<file path="config.mk">
export PLATFORM = sky130hd
export DESIGN_NAME = axil_regfile_ctrl_flat
export DESIGN_NICKNAME = d
export VERILOG_FILES = /design/src/rtl/axil_regfile_ctrl_if.sv /design/src/rtl/axil_regfile_ctrl.sv /design/src/flat_wrapper.sv
export SDC_FILE = /design/constraint.sdc
export NUM_CORES = 1
export LEC_CHECK = 0
export ABC_AREA = 1
export ABC_CLOCK_PERIOD_IN_PS = 4250
export CORE_MARGIN = 10
export CORE_UTILIZATION = 55
export CTS_CLUSTER_SIZE = 28
export DETAILED_ROUTE_END_ITERATION = 7
export PLACE_DENSITY = 0.82
export SETUP_SLACK_MARGIN = 0.2
export SYNTH_ARGS = -nofsm -noshare
export SYNTH_HDL_FRONTEND = slang
export SYNTH_SLANG_ARGS = --single-unit
</file>
<file path="constraint.sdc">
create_clock -name clk -period 4.25 [get_ports clk]
set_input_delay 1.0625 -clock clk [delete_from_list [all_inputs] [get_ports clk]]
set_output_delay 1.0625 -clock clk [all_outputs]
set_load 0.01 [all_outputs]
</file>
<file path="src/rtl/axil_regfile_ctrl_if.sv">
// AXI4-Lite bus bundle for axil_regfile_ctrl: write address/data/response
// and read address/data channels with master and slave views.
interface axil_regfile_ctrl_if #(
    parameter int unsigned ADDR_WIDTH = 8,
    parameter int unsigned DATA_WIDTH = 32
) ();
    localparam int unsigned STRB_W = DATA_WIDTH / 8;

    logic                  awvalid;
    logic                  awready;
    logic [ADDR_WIDTH-1:0] awaddr;
    logic                  wvalid;
    logic                  wready;
    logic [DATA_WIDTH-1:0] wdata;
    logic [STRB_W-1:0]     wstrb;
    logic                  bvalid;
    logic                  bready;
    logic [1:0]            bresp;
    logic                  arvalid;
    logic                  arready;
    logic [ADDR_WIDTH-1:0] araddr;
    logic                  rvalid;
    logic                  rready;
    logic [DATA_WIDTH-1:0] rdata;
    logic [1:0]            rresp;

    modport master (
        output awvalid, awaddr, wvalid, wdata, wstrb, bready, arvalid, araddr, rready,
        input  awready, wready, bvalid, bresp, arready, rvalid, rdata, rresp
    );

    modport slave (
        input  awvalid, awaddr, wvalid, wdata, wstrb, bready, arvalid, araddr, rready,
        output awready, wready, bvalid, bresp, arready, rvalid, rdata, rresp
    );
endinterface

</file>
<file path="src/rtl/axil_regfile_ctrl.sv">
// AXI4-Lite slave in front of a NUM_REGS-word register file: independent AW/W
// acceptance, byte strobes, SLVERR decode, per-register write pulses, concurrent reads.
module axil_regfile_ctrl #(
    parameter int unsigned ADDR_WIDTH = 8,
    parameter int unsigned DATA_WIDTH = 32,
    parameter int unsigned NUM_REGS   = 16
) (
    input  logic                           clk,
    input  logic                           aresetn,
    axil_regfile_ctrl_if.slave             s_axil,
    output logic [NUM_REGS*DATA_WIDTH-1:0] regs_out,
    output logic [NUM_REGS-1:0]            wr_pulse
);
    localparam int unsigned STRB_W = DATA_WIDTH / 8;
    localparam int unsigned OFFS_W = $clog2(STRB_W);
    localparam int unsigned IDX_W  = ADDR_WIDTH - OFFS_W;

    localparam logic [1:0] RESP_OKAY   = 2'b00;
    localparam logic [1:0] RESP_SLVERR = 2'b10;

    typedef enum logic [1:0] {
        W_IDLE      = 2'd0,
        W_HAVE_ADDR = 2'd1,
        W_HAVE_DATA = 2'd2,
        W_RESP      = 2'd3
    } wstate_e;

    typedef enum logic {
        R_IDLE = 1'b0,
        R_DATA = 1'b1
    } rstate_e;

    // write channel state
    wstate_e               wstate_q, wstate_d;
    logic [IDX_W-1:0]      aw_idx_q, aw_idx_d;
    logic [DATA_WIDTH-1:0] w_data_q, w_data_d;
    logic [STRB_W-1:0]     w_strb_q, w_strb_d;
    logic                  awready_q, awready_d;
    logic                  wready_q, wready_d;
    logic                  bvalid_q, bvalid_d;
    logic [1:0]            bresp_q, bresp_d;
    logic [NUM_REGS-1:0]   wr_pulse_q, wr_pulse_d;
    logic [DATA_WIDTH-1:0] regs_q [NUM_REGS];
    logic [DATA_WIDTH-1:0] regs_d [NUM_REGS];

    // read channel state
    rstate_e               rstate_q, rstate_d;
    logic                  arready_q, arready_d;
    logic                  rvalid_q, rvalid_d;
    logic [DATA_WIDTH-1:0] rdata_q, rdata_d;
    logic [1:0]            rresp_q, rresp_d;

    // commit bundle: which word, which data, which lanes
    logic                  commit_c;
    logic [IDX_W-1:0]      c_idx_c;
    logic [DATA_WIDTH-1:0] c_data_c;
    logic [STRB_W-1:0]     c_strb_c;
    logic                  c_in_range_c;

    logic                  aw_hs_c, w_hs_c, ar_hs_c;
    logic [IDX_W-1:0]      aw_idx_in_c, ar_idx_c;
    logic                  ar_in_range_c;
    logic [DATA_WIDTH-1:0] rd_word_c;
    logic                  unused_addr_bits;

    assign aw_hs_c     = s_axil.awvalid & awready_q;
    assign w_hs_c      = s_axil.wvalid & wready_q;
    assign ar_hs_c     = s_axil.arvalid & arready_q;
    assign aw_idx_in_c = s_axil.awaddr[ADDR_WIDTH-1:OFFS_W];
    assign ar_idx_c    = s_axil.araddr[ADDR_WIDTH-1:OFFS_W];

    // byte-offset bits never select anything
    assign unused_addr_bits = ^{s_axil.awaddr[OFFS_W-1:0], s_axil.araddr[OFFS_W-1:0]};

    // write FSM: next state, latches, commit selection and response
    always_comb begin
        wstate_d = wstate_q;
        aw_idx_d = aw_idx_q;
        w_data_d = w_data_q;
        w_strb_d = w_strb_q;
        bresp_d  = bresp_q;
        commit_c = 1'b0;
        c_idx_c  = aw_idx_q;
        c_data_c = w_data_q;
        c_strb_c = w_strb_q;

        case (wstate_q)
            W_IDLE: begin
                if (aw_hs_c && w_hs_c) begin
                    commit_c = 1'b1;
                    c_idx_c  = aw_idx_in_c;
                    c_data_c = s_axil.wdata;
                    c_strb_c = s_axil.wstrb;
                    wstate_d = W_RESP;
                end else if (aw_hs_c) begin
                    aw_idx_d = aw_idx_in_c;
                    wstate_d = W_HAVE_ADDR;
                end else if (w_hs_c) begin
                    w_data_d = s_axil.wdata;
                    w_strb_d = s_axil.wstrb;
                    wstate_d = W_HAVE_DATA;
                end
            end
            W_HAVE_ADDR: begin
                if (w_hs_c) begin
                    commit_c = 1'b1;
                    c_data_c = s_axil.wdata;
                    c_strb_c = s_axil.wstrb;
                    wstate_d = W_RESP;
                end
            end
            W_HAVE_DATA: begin
                if (aw_hs_c) begin
                    commit_c = 1'b1;
                    c_idx_c  = aw_idx_in_c;
                    wstate_d = W_RESP;
                end
            end
            W_RESP: begin
                if (s_axil.bready) begin
                    wstate_d = W_IDLE;
                end
            end
            default: wstate_d = W_IDLE;
        endcase

        c_in_range_c = (32'(c_idx_c) < NUM_REGS);
        if (commit_c) begin
            bresp_d = c_in_range_c ? RESP_OKAY : RESP_SLVERR;
        end

        awready_d = (wstate_d == W_IDLE) || (wstate_d == W_HAVE_DATA);
        wready_d  = (wstate_d == W_IDLE) || (wstate_d == W_HAVE_ADDR);
        bvalid_d  = (wstate_d == W_RESP);
    end

    // register file next value and write pulses; unselected lanes hold
    always_comb begin
        wr_pulse_d = '0;
        for (int i = 0; i < int'(NUM_REGS); i++) begin
            regs_d[i] = regs_q[i];
            if (commit_c && c_in_range_c && (c_idx_c == IDX_W'(i))) begin
                for (int k = 0; k < int'(STRB_W); k++) begin
                    if (c_strb_c[k]) begin
                        regs_d[i][k*8 +: 8] = c_data_c[k*8 +: 8];
                    end
                end
                wr_pulse_d[i] = |c_strb_c;
            end
        end
    end

    always_ff @(posedge clk or negedge aresetn) begin
        if (!aresetn) begin
            wstate_q   <= W_IDLE;
            aw_idx_q   <= '0;
            w_data_q   <= '0;
            w_strb_q   <= '0;
            awready_q  <= 1'b0;
            wready_q   <= 1'b0;
            bvalid_q   <= 1'b0;
            bresp_q    <= 2'b00;
            wr_pulse_q <= '0;
            for (int i = 0; i < int'(NUM_REGS); i++) begin
                regs_q[i] <= '0;
            end
        end else begin
            wstate_q   <= wstate_d;
            aw_idx_q   <= aw_idx_d;
            w_data_q   <= w_data_d;
            w_strb_q   <= w_strb_d;
            awready_q  <= awready_d;
            wready_q   <= wready_d;
            bvalid_q   <= bvalid_d;
            bresp_q    <= bresp_d;
            wr_pulse_q <= wr_pulse_d;
            for (int i = 0; i < int'(NUM_REGS); i++) begin
                regs_q[i] <= regs_d[i];
            end
        end
    end

    // read word mux over the pre-edge register contents
    always_comb begin
        rd_word_c = '0;
        for (int i = 0; i < int'(NUM_REGS); i++) begin
            if (ar_idx_c == IDX_W'(i)) begin
                rd_word_c = regs_q[i];
            end
        end
    end

    assign ar_in_range_c = (32'(ar_idx_c) < NUM_REGS);

    // read FSM: next state and registered data/response
    always_comb begin
        rstate_d = rstate_q;
        rdata_d  = rdata_q;
        rresp_d  = rresp_q;

        case (rstate_q)
            R_IDLE: begin
                if (ar_hs_c) begin
                    rstate_d = R_DATA;
                    rdata_d  = ar_in_range_c ? rd_word_c : '0;
                    rresp_d  = ar_in_range_c ? RESP_OKAY : RESP_SLVERR;
                end
            end
            R_DATA: begin
                if (s_axil.rready) begin
                    rstate_d = R_IDLE;
                end
            end
            default: rstate_d = R_IDLE;
        endcase

        arready_d = (rstate_d == R_IDLE);
        rvalid_d  = (rstate_d == R_DATA);
    end

    always_ff @(posedge clk or negedge aresetn) begin
        if (!aresetn) begin
            rstate_q  <= R_IDLE;
            arready_q <= 1'b0;
            rvalid_q  <= 1'b0;
            rdata_q   <= '0;
            rresp_q   <= 2'b00;
        end else begin
            rstate_q  <= rstate_d;
            arready_q <= arready_d;
            rvalid_q  <= rvalid_d;
            rdata_q   <= rdata_d;
            rresp_q   <= rresp_d;
        end
    end

    always_comb begin
        for (int i = 0; i < int'(NUM_REGS); i++) begin
            regs_out[i*DATA_WIDTH +: DATA_WIDTH] = regs_q[i];
        end
    end

    assign wr_pulse       = wr_pulse_q;
    assign s_axil.awready = awready_q;
    assign s_axil.wready  = wready_q;
    assign s_axil.bvalid  = bvalid_q;
    assign s_axil.bresp   = bresp_q;
    assign s_axil.arready = arready_q;
    assign s_axil.rvalid  = rvalid_q;
    assign s_axil.rdata   = rdata_q;
    assign s_axil.rresp   = rresp_q;
endmodule

</file>
<file path="src/flat_wrapper.sv">
// flat-port wrapper written by rule: the top's interface ports become plain ports
module axil_regfile_ctrl_flat 
#(
    parameter int unsigned ADDR_WIDTH = 8,
    parameter int unsigned DATA_WIDTH = 32,
    parameter int unsigned NUM_REGS   = 16
)
  (clk, aresetn, regs_out, wr_pulse, s_axil_awvalid, s_axil_awaddr, s_axil_wvalid, s_axil_wdata, s_axil_wstrb, s_axil_bready, s_axil_arvalid, s_axil_araddr, s_axil_rready, s_axil_awready, s_axil_wready, s_axil_bvalid, s_axil_bresp, s_axil_arready, s_axil_rvalid, s_axil_rdata, s_axil_rresp);
  axil_regfile_ctrl_if #(.ADDR_WIDTH(ADDR_WIDTH), .DATA_WIDTH(DATA_WIDTH)) s_axil_i ();
  input  logic clk;
  input  logic aresetn;
  output logic [NUM_REGS*DATA_WIDTH-1:0] regs_out;
  output logic [NUM_REGS-1:0] wr_pulse;
  input wire logic [$bits(s_axil_i.awvalid)-1:0] s_axil_awvalid;
  input wire logic [$bits(s_axil_i.awaddr)-1:0] s_axil_awaddr;
  input wire logic [$bits(s_axil_i.wvalid)-1:0] s_axil_wvalid;
  input wire logic [$bits(s_axil_i.wdata)-1:0] s_axil_wdata;
  input wire logic [$bits(s_axil_i.wstrb)-1:0] s_axil_wstrb;
  input wire logic [$bits(s_axil_i.bready)-1:0] s_axil_bready;
  input wire logic [$bits(s_axil_i.arvalid)-1:0] s_axil_arvalid;
  input wire logic [$bits(s_axil_i.araddr)-1:0] s_axil_araddr;
  input wire logic [$bits(s_axil_i.rready)-1:0] s_axil_rready;
  output wire logic [$bits(s_axil_i.awready)-1:0] s_axil_awready;
  output wire logic [$bits(s_axil_i.wready)-1:0] s_axil_wready;
  output wire logic [$bits(s_axil_i.bvalid)-1:0] s_axil_bvalid;
  output wire logic [$bits(s_axil_i.bresp)-1:0] s_axil_bresp;
  output wire logic [$bits(s_axil_i.arready)-1:0] s_axil_arready;
  output wire logic [$bits(s_axil_i.rvalid)-1:0] s_axil_rvalid;
  output wire logic [$bits(s_axil_i.rdata)-1:0] s_axil_rdata;
  output wire logic [$bits(s_axil_i.rresp)-1:0] s_axil_rresp;
  assign s_axil_i.awvalid = s_axil_awvalid;
  assign s_axil_i.awaddr = s_axil_awaddr;
  assign s_axil_i.wvalid = s_axil_wvalid;
  assign s_axil_i.wdata = s_axil_wdata;
  assign s_axil_i.wstrb = s_axil_wstrb;
  assign s_axil_i.bready = s_axil_bready;
  assign s_axil_i.arvalid = s_axil_arvalid;
  assign s_axil_i.araddr = s_axil_araddr;
  assign s_axil_i.rready = s_axil_rready;
  assign s_axil_awready = s_axil_i.awready;
  assign s_axil_wready = s_axil_i.wready;
  assign s_axil_bvalid = s_axil_i.bvalid;
  assign s_axil_bresp = s_axil_i.bresp;
  assign s_axil_arready = s_axil_i.arready;
  assign s_axil_rvalid = s_axil_i.rvalid;
  assign s_axil_rdata = s_axil_i.rdata;
  assign s_axil_rresp = s_axil_i.rresp;
  axil_regfile_ctrl #(.ADDR_WIDTH(ADDR_WIDTH), .DATA_WIDTH(DATA_WIDTH), .NUM_REGS(NUM_REGS)) u_core (.clk(clk), .aresetn(aresetn), .s_axil(s_axil_i), .regs_out(regs_out), .wr_pulse(wr_pulse));
endmodule
</file>
== Yosys cells after proc, flatten, opt, wreduce, memory -nomap -nowiden ==
Index checks and enable logic that the tools add are counted.
Storage, ports and cells
  word-level logic and storage cells: 272
  register bits after elaboration: 613
  input bits: 59
  output and inout bits: 569
Operators by class
  multiplexer cells: 58
  bitwise logic cells: 7
  reductions and logical operators: 92
  $lt $le $gt $ge: 2
  equal/unequal tests: 36
Operators with widths (count)
  32-bit two-way mux: 19
  2-bit AND reduction: 66
  6-bit by 4-bit == test with 1-bit output, second input constant: 16
  32-bit one-hot mux with 2 select lines: 1
  6-bit by 3-bit == test with 1-bit output, second input constant: 8
  6-bit by 2-bit == test with 1-bit output, second input constant: 4
  1-bit two-way mux: 21
  1-bit logical AND: 18
  2-bit two-way mux: 8
  6-bit by 1-bit == test with 1-bit output, second input constant: 2
  6-bit logical NOT: 2
  6-bit by 5-bit < comparator with 1-bit output, second input constant: 2
  6-bit two-way mux: 2
  6-bit one-hot mux with 2 select lines: 1
  2-bit == test, second input constant: 4
  4-bit two-way mux: 2
  2-bit one-hot mux with 4 select lines: 1
  4-bit one-hot mux with 2 select lines: 1
  2-bit by 1-bit == test with 1-bit output, second input constant: 2
  2-bit logical NOT: 2
  1-bit NOT: 4
  4-bit OR reduction: 1
  1-bit AND: 3
  1-bit one-hot mux with 3 select lines: 1
  3 further kinds: 4

== Logic depth before layout (Yosys ltp) ==
Gate-level depths: netlist of the first run.
  depth after elaboration: 18
  gate-level depth with buffers: 17
  depth with buffers taken out: 17

== Least setup slack after synthesis of the first run ==
No wires, ideal clock.
  kind: input to register
  start point: input s_axil_awvalid
  end point: register u_core.regs_q (netlist bit u_core.regs_out[439])
  arrival time: 2811 ps
  slack: 1321 ps
  library setup time: 119 ps
  buffers on the path: 2
  cell stages on the path: 12
  required time: 4131 ps
  path through: nand2_1 > buf_2 > nor2_1 > a21oi_1 > o31ai_4 > nand2_2 > nor2_2 > inv_1 > nor2_4 > buf_4 > nand2_1 > o21a_1
Between the ends
  longest elaborated chain between the ends: 8
  elaborated cells between the ends (all ways): 17
  those cells by class: order compare (1); eq/ne (1); mux (10); bitwise (1); reduce/logical (4)
Ends and longest elaborated chain
  start: declaration: line flat_wrapper.sv:14  | input wire logic [$bits(s_axil_i.awvalid)-1:0] s_axil_awvalid;
  1-bit AND *: line axil_regfile_ctrl.sv:66  | assign aw_hs_c = s_axil.awvalid & awready_q;
  1-bit logical AND: line axil_regfile_ctrl.sv:89  | if (aw_hs_c && w_hs_c) begin
  6-bit two-way mux: line axil_regfile_ctrl.sv:89
  6-bit one-hot mux with 2 select lines: line axil_regfile_ctrl.sv:87  | case (wstate_q)
  6-bit by 5-bit < comparator with 1-bit output: line axil_regfile_ctrl.sv:127  | c_in_range_c = (32'(c_idx_c) < NUM_REGS);
  1-bit logical AND (2 in a row): line axil_regfile_ctrl.sv:142  | if (commit_c && c_in_range_c && (c_idx_c == IDX_W'(i))) begin
  2-bit AND reduction (no source line)
  end signal: indexed assignment: line axil_regfile_ctrl.sv:178  | regs_q[i] <= regs_d[i];
  end: declaration: line axil_regfile_ctrl.sv:43  | logic [DATA_WIDTH-1:0] regs_q [NUM_REGS];
Mark *: on every way between the ends. The rest lies on a longest branch, timed or not.
A chain may end at the register's enable or synchronous reset.

== Worst setup path after layout of the first run ==
  start point: input s_axil_awvalid
  end point: register u_core.regs_q (netlist bit u_core.regs_out[393])
Same word-level chain as after synthesis.

==> results of run 1 <==
routing by layer:
metal	GRT usage, %	part of all wire [%]
met4	21.9	7.1
met1	45.1	35
met2	60.4	46
met3	10.9	12
met5	0	0
sequential cells by signal, summed over array words and instances (netlist names):
name / cells
u_core.wstate_q: 2
u_core.w_data_q: 32
u_core.s_axil.bresp: 1
u_core.s_axil.rdata: 32
u_core.wr_pulse: 16
u_core.s_axil.arready: 1
u_core.w_strb_q: 4
u_core.s_axil.wready: 1
u_core.regs_out: 512
u_core.s_axil.awready: 1
u_core.rstate_q: 1
u_core.aw_idx_q: 6
u_core.s_axil.rresp: 1
u_core.s_axil.bvalid: 1
power groups by stage:
| stage | sequential, mW | clock (mW) | combinational, mW |
|---|---|---|---|
| 6_report | 8.22 | 6.01 | 8.73 |
| 5_1_grt | 8.35 | 6.24 | 9.20 |
| 4_1_cts | 8.17 | 6.00 | 8.64 |
| 3_5_place_dp | 8.25 | 0 | 8.59 |
| 3_3_place_gp | 8.21 | 0 | 8.47 |
| 2_1_floorplan | 8.53 | 0 | 3.43 |
through the flow:
stage	setup WS [ns]	hold WS [ns]
after global routing	0.278	0.500
after detailed placement	0.0245	0.464
after CTS	0.604	0.481
final	0.492	0.476
after global placement	0.113	0.464
after floorplan	1.32	0.453
worst min path at each step:
stage                                                     end  slack, ns  cells after the start                                 from
after floorplan                u_core.aw_idx_q[1]$_DFFE_PN0P_       0.45                      2       u_core.aw_idx_q[1]$_DFFE_PN0P_
after global placement    u_core.s_axil.rdata[30]$_DFFE_PN0P_       0.46                      2  u_core.s_axil.rdata[30]$_DFFE_PN0P_
after detailed placement  u_core.s_axil.rdata[25]$_DFFE_PN0P_       0.46                      2  u_core.s_axil.rdata[25]$_DFFE_PN0P_
after CTS                 u_core.s_axil.rdata[25]$_DFFE_PN0P_       0.48                      2  u_core.s_axil.rdata[25]$_DFFE_PN0P_
after global routing      u_core.s_axil.rdata[30]$_DFFE_PN0P_       0.50                      2  u_core.s_axil.rdata[30]$_DFFE_PN0P_
final                      u_core.s_axil.rdata[2]$_DFFE_PN0P_       0.48                      1                              aresetn
final cells by class:
class / instances / area, um2
clock inverter: 22 / 244
tap: 672 / 841
sequential: 611 / 15300
timing repair buffer: 707 / 6970
multi-input combinational: 2395 / 11200
fill: 3808 / 13000
antenna: 1 / 2.50
inverter: 253 / 955
clock buffer: 93 / 2000
worst reg2reg max path, stage by stage, from the launching register on:
cell	delay [ns]
sky130_fd_sc_hd__dfrtp_1	0.59
sky130_fd_sc_hd__nor2_4	0.06
sky130_fd_sc_hd__buf_4	0.22
sky130_fd_sc_hd__nand2_1	0.22
sky130_fd_sc_hd__inv_2	0.13
sky130_fd_sc_hd__o2bb2ai_1	0.14
sky130_fd_sc_hd__nand2_1	0.09
sky130_fd_sc_hd__o21ai_2	0.09
sky130_fd_sc_hd__nor2_1	0.13
sky130_fd_sc_hd__nand2_2	0.21
sky130_fd_sc_hd__nor2_2	0.48
sky130_fd_sc_hd__nand2_1	0.49
sky130_fd_sc_hd__nand2_1	0.20
sky130_fd_sc_hd__o21ai_0	0.14
cells in the final DEF, fill, tap and decap left out, drive strengths merged, types with 2 or more instances in the layout:
cell              n
a31oi             3
nor3             14
a21boi            2
inv             252
o211ai            8
conb              2
dfrtp           611
o21bai            2
bufinv            5
nand3            89
a22oi             2
nor2            239
a21oi            94
mux2i             3
clkinv           16
buf              87
clkdlybuf4s50   620
o21a             26
clkbuf           93
nand2          1119
o221a            10
o221ai            7
clkinvlp          2
or2              44
a221oi            3
nand4           104
o21ai           619
cells by family after synthesis:
group           synth area share (%)
flops                           54.2
compound gates                  14.7
other cells                   0.0133
simple gates                    24.6
mux                            0.106
buf+inv                         6.39
==> impl_results.html, run 1 <==
<table>
<tr><th>Metric</th><th>Value</th></tr>
<tr><th colspan="2">Clock network</th></tr>
<tr><td>Setup repair bufs after CTS</td><td>0</td></tr>
<tr><td>CTS-repair resized insts</td><td>0</td></tr>
<tr><td># H-tree levels</td><td>3</td></tr>
<tr><td>CTS Root Cell</td><td>sky130_fd_sc_hd__clkbuf_16</td></tr>
<tr><td>Later-pin clock latency in the skew report</td><td>0.61 ns</td></tr>
<tr><td>Clock tree from TritonCTS</td><td>done</td></tr>
<tr><td>Bufs on Longest Clock Path</td><td>3</td></tr>
<tr><td>Clock-pin slew of the registers on the worst-case setup and hold paths</td><td>0.06 ns</td></tr>
<tr><td>Cts bufs inserted</td><td>66</td></tr>
<tr><td>Clk sink count</td><td>611</td></tr>
<tr><td>Count of hold-fix buffers inserted at cts</td><td>0</td></tr>
<tr><th colspan="2">Synth</th></tr>
<tr><td>Sequential-to-total area share from yosys stat</td><td>54.2%</td></tr>
<tr><td>Syn. warnings</td><td>0</td></tr>
<tr><td>Fraction of registers with async set/reset</td><td>100%</td></tr>
<tr><td>Dominant cell by count in the synthesized netlist</td><td>sky130_fd_sc_hd__nand2_1</td></tr>
<tr><td>Number of synthesized flops with an enable pin</td><td>0</td></tr>
<tr><td>Library cell occupying the most area in the post-synthesis netlist</td><td>sky130_fd_sc_hd__dfrtp_1</td></tr>
<tr><td>Total of flip-flops plus latches after synthesis</td><td>611</td></tr>
<tr><td>Synth cell types</td><td>44</td></tr>
<tr><td>Post-Synthesis Cell Area</td><td>28200 um2</td></tr>
<tr><td>Synth area leaders</td><td>sky130_fd_sc_hd__dfrtp_1 54%, sky130_fd_sc_hd__nand2_1 15%, sky130_fd_sc_hd__o21ai_0 8.9%, sky130_fd_sc_hd__inv_1 3.1%, sky130_fd_sc_hd__nor2_1 2.8%</td></tr>
<tr><td>Top cell type's share of synthesized area</td><td>54.2%</td></tr>
<tr><td>Average instance area after synthesis</td><td>8.17 um2</td></tr>
<tr><td>Most frequent cells after synthesis</td><td>1105 x sky130_fd_sc_hd__nand2_1, 611 x sky130_fd_sc_hd__dfrtp_1, 502 x sky130_fd_sc_hd__o21ai_0</td></tr>
<tr><td>Dominant register cell in the synthesized netlist</td><td>sky130_fd_sc_hd__dfrtp_1</td></tr>
<tr><td>Gate count of the mapped netlist</td><td>3454</td></tr>
<tr><th colspan="2">Global route</th></tr>
<tr><td>Global-route wire length before repair</td><td>172 mm</td></tr>
<tr><td>Total routing usage reported by global routing</td><td>37.8%</td></tr>
<tr><td>Via count of the first global-routing pass</td><td>26300</td></tr>
<tr><td>Maximum number of pins on one net before global-route repair</td><td>90</td></tr>
<tr><td>Aggregate global routing overflow</td><td>0</td></tr>
<tr><td>Antenna violations before repair</td><td>0</td></tr>
<tr><th colspan="2">Place</th></tr>
<tr><td>Gpl congestion</td><td>0.946</td></tr>
<tr><td>Total of buffers placed on input and output ports</td><td>621</td></tr>
<tr><td>Final HPWL from detailed placement</td><td>87.8 mm</td></tr>
<tr><td>Placement-stage cell area</td><td>35200 um2</td></tr>
<tr><td>Cells after DPL</td><td>4638</td></tr>
<tr><th colspan="2">Worst setup path</th></tr>
<tr><td>Buffers plus inverters on the worst setup path</td><td>1</td></tr>
<tr><td>Kind of cell with the highest combined delay on the critical path</td><td>simple AND/OR/NAND/NOR gates</td></tr>
<tr><td>Reg2reg setup slack</td><td>0.93 ns</td></tr>
<tr><td>Cell at the slowest stage of the critical path</td><td>sky130_fd_sc_hd__nor2_2</td></tr>
<tr><td>Data arrival, critical path</td><td>4.20 ns</td></tr>
<tr><td>Max stage delay on crit path</td><td>0.48 ns</td></tr>
<tr><td>Crit-path cells</td><td>clkdlybuf4s50_1, nand2_1, nor2_4, nor2_4, nor2_2, o21ai_1, nor2_4, nand2_2, nor2_2, nand2_1, nand2_1, o21ai_0</td></tr>
<tr><td>Type of element capturing the critical path</td><td>register</td></tr>
<tr><td>Number of stages on the worst setup path</td><td>12</td></tr>
<tr><td>Reg-to-Reg Start</td><td>u_core.wstate_q[0]$_DFF_PN0_</td></tr>
<tr><td>Endpoint of the worst-slack reg-to-reg timing path</td><td>u_core.regs_out[393]$_DFFE_PN0P_</td></tr>
<tr><td>Data required time of the critical path</td><td>4.69 ns</td></tr>
<tr><td>CP startpoint</td><td>s_axil_awvalid</td></tr>
<tr><td>Setup crit end</td><td>u_core.regs_out[393]$_DFFE_PN0P_</td></tr>
<tr><td>Startpoint kind of the worst setup timing path</td><td>input port</td></tr>
<tr><td>Maximum fanout along the worst path</td><td>16</td></tr>
<tr><td>Worst R2R Path Depth</td><td>13</td></tr>
<tr><td>Critical path class</td><td>input port to register</td></tr>
<tr><th colspan="2">Hold path</th></tr>
<tr><td>Class of the worst hold path</td><td>input port to asynchronous set/reset pin</td></tr>
<tr><th colspan="2">STA</th></tr>
<tr><td>Max Slew Vio Count</td><td>0</td></tr>
<tr><td>Unrepaired setup endpoints after global routing</td><td>false</td></tr>
<tr><td>Final sum of negative setup slack</td><td>0 ns</td></tr>
<tr><td>Final Hold Vio Count</td><td>0</td></tr>
<tr><td>Max Fclk</td><td>0.266 GHz</td></tr>
<tr><td>Worst-Margin Slew</td><td>1.14 ns</td></tr>
<tr><td>Max-slew headroom at the worst pin</td><td>23.6%</td></tr>
<tr><td>Min cycle time layout</td><td>3.76 ns</td></tr>
<tr><td>Final clock period utilization by the worst path</td><td>88.4%</td></tr>
<tr><td>Worst clock skew on the final layout</td><td>0.0185 ns</td></tr>
<tr><td>Setup-violating endpoint count in the final report</td><td>0</td></tr>
<tr><th colspan="2">Power</th></tr>
<tr><td>Leakage Power</td><td>16.5 nW</td></tr>
<tr><td>Comb power frac</td><td>38.0%</td></tr>
<tr><td>Switch Pwr</td><td>9.15 mW</td></tr>
<tr><td>Proportion of power drawn by the clock network</td><td>26.2%</td></tr>
<tr><td>Maximum resistive drop on vdd</td><td>387 uV</td></tr>
<tr><td>Sequential fraction of design power</td><td>35.8%</td></tr>
<tr><td>Internal power component</td><td>13.8 mW</td></tr>
<tr><td>Power Dens Cells</td><td>613 nW/um2</td></tr>
<tr><td>Share of total power consumed by net switching</td><td>39.9%</td></tr>
<tr><td>Overall power consumption</td><td>23.0 mW</td></tr>
<tr><th colspan="2">Detailed routing</th></tr>
<tr><td>Post-detailed-route DRC marker count</td><td>0</td></tr>
<tr><td>Count of TritonRoute iterations in the first routing pass</td><td>6</td></tr>
<tr><td>Vias after detailed routing</td><td>28000</td></tr>
<tr><td>Routed vias/inst</td><td>5.90</td></tr>
<tr><td>Average wire per cell in the routed design</td><td>25.0 um</td></tr>
<tr><td>Antenna violation net count after detailed routing</td><td>0</td></tr>
<tr><td>1st-iter DRT viols</td><td>3237</td></tr>
<tr><td>Wire length after detailed routing</td><td>119 mm</td></tr>
<tr><th colspan="2">Final layout</th></tr>
<tr><td>Design Area, Final</td><td>37500 um2</td></tr>
<tr><td>Final core occ</td><td>74.3%</td></tr>
<tr><td>Finished Layout Cells</td><td>4754</td></tr>
<tr><td>Fraction of layout cells with a size suffix above 1</td><td>8.80%</td></tr>
<tr><td>Area growth, synth to finish</td><td>32.9%</td></tr>
<tr><td>Layout net count</td><td>4093</td></tr>
<tr><th colspan="2">Floorplanning</th></tr>
<tr><td>Number of I/O pins</td><td>628</td></tr>
<tr><td>Vertical die dimension</td><td>247 um</td></tr>
<tr><td>Row Count</td><td>82</td></tr>
<tr><td>Die X-Extent</td><td>247 um</td></tr>
<tr><td>Initial cell density of the core</td><td>55.9%</td></tr>
<tr><td>CORE AREA</td><td>50500 um2</td></tr>
<tr><td>Die outline area</td><td>60800 um2</td></tr>
<tr><th colspan="2">Job</th></tr>
<tr><td>Total of max-cap violations</td><td>0</td></tr>
<tr><th colspan="2">Status</th></tr>
<tr><td>Outcome</td><td>complete, no violations</td></tr>
</table>
No activity file was read; power rests on OpenSTA's default activity.
==> inputs of run 2 (changes only) <==
SLEW_MARGIN = 20   (was unset)
==> results of run 2 <==
Final layout, timing and power as in run 1 (identical DEF).
